==> config.mk <==
export PLATFORM = sky130hd
export DESIGN_NAME = sensor_debouncer_flat
export DESIGN_NICKNAME = d
export VERILOG_FILES = /design/src/rtl/sensor_debouncer_if.sv /design/src/rtl/sensor_debouncer.sv /design/src/flat_wrapper.sv
export SDC_FILE = /design/constraint.sdc
export NUM_CORES = 1
export LEC_CHECK = 0
export CORE_MARGIN = 3
export CORE_UTILIZATION = 35
export CTS_CLUSTER_SIZE = 20
export DETAILED_ROUTE_END_ITERATION = 10
export PLACE_DENSITY = 0.64
export SLEW_MARGIN = 20
export SYNTH_ARGS = -nofsm -noshare
export SYNTH_HDL_FRONTEND = slang
export SYNTH_SLANG_ARGS = --single-unit
==> constraint.sdc <==
create_clock -name clk -period 1.3 [get_ports clk]
set_clock_uncertainty 0.2 [all_clocks]
set_input_delay 0.325 -clock clk [delete_from_list [all_inputs] [get_ports clk]]
set_output_delay 0.325 -clock clk [all_outputs]
set_load 0.1 [all_outputs]
==> src/rtl/sensor_debouncer_if.sv <==
// Signal bundle between the raw irrigation-station switches and the conditioned
// levels consumed by the error, alarm, valve and 7-segment logic.
interface sensor_debouncer_if;
  logic high_raw;
  logic middle_raw;
  logic low_raw;
  logic umidadeDoSolo_raw;
  logic umidadeDoAr_raw;
  logic temperatura_raw;
  logic sel_btn_raw;

  logic high;
  logic middle;
  logic low;
  logic umidadeDoSolo;
  logic umidadeDoAr;
  logic temperatura;
  logic seletor;
  logic update;

  // master: switch side driving raw levels; slave: the debouncer.
  modport master (
    output high_raw, middle_raw, low_raw,
    output umidadeDoSolo_raw, umidadeDoAr_raw, temperatura_raw, sel_btn_raw,
    input  high, middle, low, umidadeDoSolo, umidadeDoAr, temperatura,
    input  seletor, update
  );

  modport slave (
    input  high_raw, middle_raw, low_raw,
    input  umidadeDoSolo_raw, umidadeDoAr_raw, temperatura_raw, sel_btn_raw,
    output high, middle, low, umidadeDoSolo, umidadeDoAr, temperatura,
    output seletor, update
  );
endinterface

==> src/rtl/sensor_debouncer.sv <==
// Seven-channel synchronizer + debouncer for the irrigation station inputs,
// plus the toggle that turns the select button into a persistent display selector.
module sensor_debouncer #(
  parameter int DEBOUNCE_CYCLES = 16,
  parameter int CNT_W           = $clog2(DEBOUNCE_CYCLES)
) (
  input  logic               clk,
  input  logic               rst_n,
  sensor_debouncer_if.slave  bus
);

  localparam int NCH  = 7;
  localparam int SENS = 6;
  localparam int BTN  = 6;
  localparam logic [CNT_W-1:0] CNT_MAX = CNT_W'(DEBOUNCE_CYCLES - 1);

  if (DEBOUNCE_CYCLES < 2 || DEBOUNCE_CYCLES > (1 << 20)) begin : g_bad_param
    $error("sensor_debouncer: DEBOUNCE_CYCLES out of range");
  end

  logic [NCH-1:0]   raw;
  logic [NCH-1:0]   s1_q, s1_d;
  logic [NCH-1:0]   s2_q, s2_d;
  logic [NCH-1:0]   stable_q, stable_d;
  logic [CNT_W-1:0] cnt_q [NCH];
  logic [CNT_W-1:0] cnt_d [NCH];
  logic             seletor_q, seletor_d;
  logic             update_q, update_d;

  // Bit order: sensors first (0..5), button last, so update can OR the low slice.
  assign raw = {bus.sel_btn_raw,
                bus.temperatura_raw,
                bus.umidadeDoAr_raw,
                bus.umidadeDoSolo_raw,
                bus.low_raw,
                bus.middle_raw,
                bus.high_raw};

  always_comb begin
    s1_d      = raw;
    s2_d      = s1_q;
    stable_d  = stable_q;
    for (int i = 0; i < NCH; i++) begin
      cnt_d[i] = '0;
      // Any sample matching the accepted level restarts the qualification run.
      if (s2_q[i] != stable_q[i]) begin
        if (cnt_q[i] == CNT_MAX) begin
          stable_d[i] = s2_q[i];
        end else begin
          cnt_d[i] = cnt_q[i] + CNT_W'(1);
        end
      end
    end
    update_d  = |(stable_d[SENS-1:0] ^ stable_q[SENS-1:0]);
    seletor_d = seletor_q ^ (stable_d[BTN] & ~stable_q[BTN]);
  end

  always_ff @(posedge clk) begin
    if (!rst_n) begin
      s1_q      <= '0;
      s2_q      <= '0;
      stable_q  <= '0;
      seletor_q <= 1'b0;
      update_q  <= 1'b0;
      for (int i = 0; i < NCH; i++) begin
        cnt_q[i] <= '0;
      end
    end else begin
      s1_q      <= s1_d;
      s2_q      <= s2_d;
      stable_q  <= stable_d;
      seletor_q <= seletor_d;
      update_q  <= update_d;
      for (int i = 0; i < NCH; i++) begin
        cnt_q[i] <= cnt_d[i];
      end
    end
  end

  assign bus.high          = stable_q[0];
  assign bus.middle        = stable_q[1];
  assign bus.low           = stable_q[2];
  assign bus.umidadeDoSolo = stable_q[3];
  assign bus.umidadeDoAr   = stable_q[4];
  assign bus.temperatura   = stable_q[5];
  assign bus.seletor       = seletor_q;
  assign bus.update        = update_q;

endmodule

==> src/flat_wrapper.sv <==
// flat-port wrapper written by rule: the top's interface ports become plain ports
module sensor_debouncer_flat 
#(
  parameter int DEBOUNCE_CYCLES = 16,
  parameter int CNT_W           = $clog2(DEBOUNCE_CYCLES)
)
  (clk, rst_n, bus_high_raw, bus_middle_raw, bus_low_raw, bus_umidadeDoSolo_raw, bus_umidadeDoAr_raw, bus_temperatura_raw, bus_sel_btn_raw, bus_high, bus_middle, bus_low, bus_umidadeDoSolo, bus_umidadeDoAr, bus_temperatura, bus_seletor, bus_update);
  sensor_debouncer_if bus_i ();
  input  logic clk;
  input  logic rst_n;
  input wire logic [$bits(bus_i.high_raw)-1:0] bus_high_raw;
  input wire logic [$bits(bus_i.middle_raw)-1:0] bus_middle_raw;
  input wire logic [$bits(bus_i.low_raw)-1:0] bus_low_raw;
  input wire logic [$bits(bus_i.umidadeDoSolo_raw)-1:0] bus_umidadeDoSolo_raw;
  input wire logic [$bits(bus_i.umidadeDoAr_raw)-1:0] bus_umidadeDoAr_raw;
  input wire logic [$bits(bus_i.temperatura_raw)-1:0] bus_temperatura_raw;
  input wire logic [$bits(bus_i.sel_btn_raw)-1:0] bus_sel_btn_raw;
  output wire logic [$bits(bus_i.high)-1:0] bus_high;
  output wire logic [$bits(bus_i.middle)-1:0] bus_middle;
  output wire logic [$bits(bus_i.low)-1:0] bus_low;
  output wire logic [$bits(bus_i.umidadeDoSolo)-1:0] bus_umidadeDoSolo;
  output wire logic [$bits(bus_i.umidadeDoAr)-1:0] bus_umidadeDoAr;
  output wire logic [$bits(bus_i.temperatura)-1:0] bus_temperatura;
  output wire logic [$bits(bus_i.seletor)-1:0] bus_seletor;
  output wire logic [$bits(bus_i.update)-1:0] bus_update;
  assign bus_i.high_raw = bus_high_raw;
  assign bus_i.middle_raw = bus_middle_raw;
  assign bus_i.low_raw = bus_low_raw;
  assign bus_i.umidadeDoSolo_raw = bus_umidadeDoSolo_raw;
  assign bus_i.umidadeDoAr_raw = bus_umidadeDoAr_raw;
  assign bus_i.temperatura_raw = bus_temperatura_raw;
  assign bus_i.sel_btn_raw = bus_sel_btn_raw;
  assign bus_high = bus_i.high;
  assign bus_middle = bus_i.middle;
  assign bus_low = bus_i.low;
  assign bus_umidadeDoSolo = bus_i.umidadeDoSolo;
  assign bus_umidadeDoAr = bus_i.umidadeDoAr;
  assign bus_temperatura = bus_i.temperatura;
  assign bus_seletor = bus_i.seletor;
  assign bus_update = bus_i.update;
  sensor_debouncer #(.DEBOUNCE_CYCLES(DEBOUNCE_CYCLES), .CNT_W(CNT_W)) u_core (.clk(clk), .rst_n(rst_n), .bus(bus_i));
endmodule
==> results.md, run 1 <==
* Outcome: finished with violations
* Failing checks: setup timing
* Seq/Total Area, Yosys at 0.555
* Vias in the first global route at approximately 1,200
* Critical Path RT at 770 ps
* Drt total wl at a little over 3 mm
* Share of cells above drive strength 1 at 0.319
* Slew @ Worst Pin at approximately 320 ps
* Final #Nets at ~230
* Fmax at approximately 730 MHz
* Static Leak at ~1.1 nW
* Commonest non-fill, non-tap cells in the layout: dfxtp_1, nor2_1, xor2_1, and2_1, buf_4
* Critical Path End Type: output port
* Worst hold path type: flip-flop to flip-flop
* Clock Tree Root: clkbuf_8
* Die Y at slightly below 80 um
* Syn Area/Cell at about 10 um2
* Flop2flop setup slack at -10 ps
* CTS Sinks at a little over 50
* Critical path arrival at about 850 ps
* Worst VDD drop at roughly 0.00077 V
* Largest net degree at the start of global routing at 30
* Min cycle time layout at 1380 ps
* Largest stage delay on the critical path at 380 ps
* Die Width at roughly 79 um
* Syn-to-layout area delta at 39.4%
* Die area at 6160 um2
* Mapped Cells at roughly 180
* Met3 Wirelength at 190 um
* Setup CP Type: flip-flop to output port
* Fin crit share at 1.06
* CP Depth at 1
* Routed Antenna Nets at 0
* Skew-Pair Late Insertion Delay at about 300 ps
* CP max stage cell: dfxtp_4
* Syn_nets at between 150 and 200
* Fillers at between 400 and 500
* Cts hold-fix bufs at 0
* Post-route setup TNS at -556 ps
* Wire per inst at 10.7 um
* Post-layout worst setup margin at -75.1 ps
* Buf/Inv on CP at 1
* Initial Util at 0.375
* Ant diodes at 0
* Num rows at 25
* Synth warn at 0
* Length of routed wiring on met1 at approximately 1.4 mm
* Residual DRC at 0
* PD cells at about 1000 nW/um2
* CTS Buffer Depth at 2
* RSZ-0062 raised after global routing: yes
* Hpwl dp at 2.06 mm
* Crit start category: flip-flop
* RR Endpoint: u_core.bus.update$_SDFF_PN0_
* Worst-path fanout max at 3
* Port Buffers at 16
* Commonest non-fill, non-tap cell in the layout: dfxtp_1
* Post-synth cell types at 21
* Reg-to-Reg Start: u_core.cnt_q[0][5]$_SDFF_PP0_
* H-Tree Depth at 2
* Area of the core at 4910 um2
* First-pass GRT wire length at 5.22 mm
* Via count at ~1,200
* Mapped cell area at ~1800 um2
* Ports at 17
* Setup-failing EPs final at 10
* FF+latch count, synth at just over 50
* CTS tree: yes
* Metal2 WL at about 1.4 mm
* Max_cap viols at 0
* GP Congestion at roughly 0.73
* Max_slew headroom at 0.788
* Clock transition at path regs at about 80 ps
* Critical-path cell list: buf_12
* Final hold viol count at 0
* Crit path from: u_core.stable_q[5]$_SDFF_PN0_
* 1st-iter DRT viols at 20
* Crit-path leading delay family: flip-flops
* Worst R2R Path Depth at 4
* Total CTS buffers at 5
* Setup crit end: bus_temperatura
* DR top layer: met4
* Remaining global-route overflow at 0
* Via-to-Cell Ratio at approximately 4.4
* Hold_ws at roughly 240 ps
* Initial antenna violation count at 0
* Final max-slew violation count at 0
* Total GRT Usage at 0.107
* First-pass DRT Iterations at 3
## state kept, by name, summed over array words and instances (netlist names)
name and cells:
u_core.s1_q 7, u_core.s2_q 7, u_core.bus.seletor 1, u_core.bus.update 1
u_core.cnt_q 28, u_core.stable_q 7
## worst min path at each step
stage / endpoint / slack [ps] / cells after the start / startpoint
after floorplan: u_core.cnt_q[3][0]$_SDFF_PP0_ / 200 / 1 / u_core.cnt_q[3][0]$_SDFF_PP0_
after global placement: u_core.s2_q[0]$_SDFF_PN0_ / 210 / 1 / u_core.s1_q[0]$_SDFF_PN0_
after detailed placement: u_core.s2_q[4]$_SDFF_PN0_ / 220 / 1 / u_core.s1_q[4]$_SDFF_PN0_
after CTS: u_core.s2_q[3]$_SDFF_PN0_ / 240 / 1 / u_core.s1_q[3]$_SDFF_PN0_
after global routing: u_core.s2_q[0]$_SDFF_PN0_ / 250 / 1 / u_core.s1_q[0]$_SDFF_PN0_
final: u_core.s2_q[3]$_SDFF_PN0_ / 240 / 1 / u_core.s1_q[3]$_SDFF_PN0_
## report_power, final
part / switching (mW) / leakage, nW / total, mW / internal [mW]
combinational: 0.0416 / 0.630 / 0.0979 / 0.0563
sequential: 0.0148 / 0.424 / 1.59 / 1.58
clock: 0.487 / 0.0515 / 0.973 / 0.486
## kinds of logic after synthesis
kind of cell / Yosys count / share of synthesized area
flops: 51 / 0.555
buf+inv: 11 / 0.0231
simple gates: 77 / 0.218
fa+ha+maj: 7 / 0.0476
xor+xnor: 21 / 0.0999
compound gates: 5 / 0.0183
mux: 7 / 0.0381
## Yosys cell counts, drive strengths merged
| library cell | number | share of area |
|---|---|---|
| a22oi | 2 | 0.0082 |
| mux2i | 7 | 0.038 |
| and3 | 11 | 0.037 |
| and2 | 14 | 0.048 |
| inv | 8 | 0.016 |
| buf | 1 | 0.0027 |
| a21oi | 1 | 0.0027 |
| o21ai | 1 | 0.0027 |
| nand3 | 19 | 0.054 |
| nor2 | 28 | 0.057 |
| xor2 | 21 | 0.10 |
| nand3b | 1 | 0.0041 |
| clkbuf | 2 | 0.0041 |
| nand2b | 3 | 0.014 |
| ha | 7 | 0.048 |
| a41oi | 1 | 0.0048 |
| dfxtp | 51 | 0.55 |
| or3 | 1 | 0.0034 |
## area by class of cell
type | count | area, um2 | share of cell area
inverter | 8 | 30.0 | 0.0117
clock buffer | 8 | 100 | 0.0390
multi-input combinational | 117 | 920 | 0.358
tap | 67 | 83.8 | 0.0327
timing repair buffer | 32 | 377 | 0.147
sequential | 51 | 1060 | 0.412
## layer usage
| layer | global-route usage | up-vias |
|---|---|---|
| li1 | - | 654 |
| met1 | 0.129 | 557 |
| met2 | 0.163 | 20 |
| met3 | 0.0516 | 2 |
| met4 | 0.0420 | 0 |
| met5 | 0 | - |
## repair_timing
| action | CTS | global route |
|---|---|---|
| gates resized for setup | 19 | 13 |
| pin swaps | 2 | 7 |
| endpoints found under the hold margin | 0 | 0 |
| endpoints found under the setup margin | 16 | 25 |
| cloned | 0 | 0 |
| buffers inserted | 2 | 0 |
## through the flow
| step | area [um2] | power [mW] | setup slack, ps | utilization | cells |
|---|---|---|---|---|---|
| 2_1_floorplan | 1870 | 1.67 | -3.07 | - | 179 |
| 3_3_place_gp | 2300 | 1.72 | -235 | 0.468 | 273 |
| 3_5_place_dp | 2300 | 1.72 | -263 | 0.468 | 273 |
| 4_1_cts | 2500 | 2.70 | -92.2 | 0.508 | 283 |
| 5_1_grt | 2570 | 2.76 | -108 | 0.523 | 283 |
| 6_report | 2570 | 2.66 | -75.1 | 0.523 | 283 |
## worst register-to-register path, stage by stage (launching register included)
cell,delay [ps]
dfxtp_2,350
ha_4,160
and3_4,170
a22oi_2,190
a41oi_2,110
No activity file was read; power rests on OpenSTA's default activity.
==> run 2, diff against run 1 <==
- MAX_ROUTING_LAYER: default -> met4
==> results.md, run 2 (synthesis gave the netlist of run 1 again) <==
* Clock Tree Root: clkbuf_8
* RR Endpoint: u_core.bus.update$_SDFF_PN0_
* Setup-failing EPs final at 10 (unchanged)
* Via-to-Cell Ratio at 4.36 (unchanged)
* Num rows at 25 (unchanged)
* Final max-slew violation count at 0 (unchanged)
* Critical Path End Type: output port
* Remaining global-route overflow at 0 (unchanged)
* Crit-path leading delay family: flip-flops
* CTS Sinks at 51 (unchanged)
* Reg-to-Reg Start: u_core.cnt_q[0][5]$_SDFF_PP0_
* 1st-iter DRT viols at 21 (+5.0%)
* Total CTS buffers at 5 (unchanged)
* H-Tree Depth at 2 (unchanged)
* Commonest non-fill, non-tap cells in the layout: dfxtp_1, nor2_1, xor2_1, and2_1, buf_4
* Worst-path fanout max at 3 (unchanged)
* CTS tree: yes
* Fmax at 727 MHz (about the same)
* Hold_ws at 237 ps (-0.00500 ps)
* Area of the core at 4910 um2 (unchanged)
* Hpwl dp at 2.06 mm (unchanged)
* Critical path arrival at 850 ps (about the same)
* Hold Path Depth at 1 (unchanged)
* Clock transition at path regs at 80 ps (about the same)
* Failing checks: setup timing
* Total GRT Usage at 0.110 (+0.00292)
* Die area at 6160 um2 (unchanged)
* Ports at 17 (unchanged)
* Max_cap viols at 0 (unchanged)
* Final hold viol count at 0 (unchanged)
* Cts hold-fix bufs at 0 (unchanged)
* Die Y at 78.5 um (unchanged)
* Die Width at 78.5 um (unchanged)
* PD cells at 1040 nW/um2 (about the same)
* Skew-Pair Late Insertion Delay at 300 ps (about the same)
* Biggest register: u_core.cnt_q
* GP Congestion at 0.737 (+1.2%)
* RSZ-0062 raised after global routing: yes
* Worst R2R Path Depth at 4 (unchanged)
* Ant diodes at 0 (unchanged)
* Residual DRC at 0 (unchanged)
* Buf/Inv on CP at 1 (unchanged)
* Max_slew headroom at 0.788 (unchanged)
* CP max stage cell: dfxtp_4
* Routed Antenna Nets at 0 (unchanged)
* Initial Util at 0.375 (unchanged)
* CTS Buffer Depth at 2 (unchanged)
* Hold endpoint: u_core.s2_q[3]$_SDFF_PN0_
* Flop2flop setup slack at -10 ps (about the same)
* Crit start category: flip-flop
* Commonest non-fill, non-tap cell in the layout: dfxtp_1
* First-pass GRT wire length at 5.22 mm (-0.13%)
* Post-layout worst setup margin at -75.7 ps (-0.639 ps)
* Largest net degree at the start of global routing at 30 (unchanged)
* Wire per inst at 10.7 um (about the same)
* Share of cells above drive strength 1 at 0.319 (unchanged)
* Vias in the first global route at 1,213 (+0.083%)
* Min cycle time layout at 1380 ps (+0.638 ps)
* Final #Nets at 231 (unchanged)
* Setup WS pre-CTS at -263 ps (unchanged)
* Syn-to-layout area delta at 39.4% (unchanged)
* Initial antenna violation count at 0 (unchanged)
* Number of flip-flops in the largest register at 28 (unchanged)
* CP Depth at 1 (unchanged)
* Port Buffers at 16 (unchanged)
* Static Leak at 1.11 nW (unchanged)
* Pwr Total at 2.66 mW (about the same)
* Via count at 1,233 (unchanged)
* Worst VDD drop at 0.000772 V (about the same)
* Drt total wl at 3.04 mm (about the same)
* Outcome: finished with violations
* Worst hold path type: flip-flop to flip-flop
* First-pass DRT Iterations at 3 (unchanged)
* Critical-path cell list: buf_12
* Critical Path RT at 770 ps (about the same)
* Hold Startpoint: u_core.s1_q[3]$_SDFF_PN0_
* Slew @ Worst Pin at 317 ps (unchanged)
* Largest stage delay on the critical path at 380 ps (about the same)
* Setup CP Type: flip-flop to output port
* Fin crit share at 1.06 (about the same)
==> run 2: cell counts in the layout (fill, tap and decap cells not counted) <==
Identical to the previous run, type by type.
==> run 2: area by class of cell <==
class | instances | area (um2)
well taps | 67 | 83.8
repair buffers | 32 | 377
flip-flops and latches | 51 | 1060
inverters | 8 | 30.0
fillers | 455 | 2340
multi-input cells | 117 | 920
clock buffers | 8 | 100
==> run 2: stage by stage <==
stage	util	setup TNS, ps	std cells	area, um2
4_1_cts	0.508	-674	283	2500
6_report	0.523	-558	283	2570
3_5_place_dp	0.468	-8780	273	2300
3_3_place_gp	0.468	-8140	273	2300
2_1_floorplan	-	-3.07	179	1870
5_1_grt	0.523	-898	283	2570
==> run 2: where the power goes <==
group	internal [mW]	leakage (nW)	switching (mW)
Sequential	1.58	0.424	0.0148
Combinational	0.0563	0.630	0.0416
Clock	0.486	0.0515	0.487
Total	2.12	1.11	0.544
==> run 2: worst register-to-register path: stages, from the launching register on <==
cell,delay [ps]
dfxtp_2,350
ha_4,160
and3_4,170
a22oi_2,190
a41oi_2,110
==> run 2: worst max-delay path by stage <==
stage	from	to	slack (ps)
3_3_place_gp	rst_n	u_core.bus.update$_SDFF_PN0_	-240
5_1_grt	u_core.stable_q[2]$_SDFF_PN0_	bus_low	-110
4_1_cts	u_core.stable_q[5]$_SDFF_PN0_	bus_temperatura	-90
6_report	u_core.stable_q[4]$_SDFF_PN0_	bus_umidadeDoAr	-80
2_1_floorplan	u_core.cnt_q[2][4]$_SDFF_PP0_	u_core.bus.update$_SDFF_PN0_	-3
3_5_place_dp	rst_n	u_core.bus.update$_SDFF_PN0_	-260
==> run 2: metal layers <==
metal,GRT usage,routed length [um],vias up
li1,-,-,654
met1,0.130,1430,557
met2,0.163,1410,20
met3,0.0493,178,2
met4,0.0420,23,0
met5,-,0,-
==> run 2: repair_timing <==
item                       CTS  global route
setup endpoints to repair   16            25
pin swaps                    2             7
buffers inserted             2             0
resized for setup           19            13
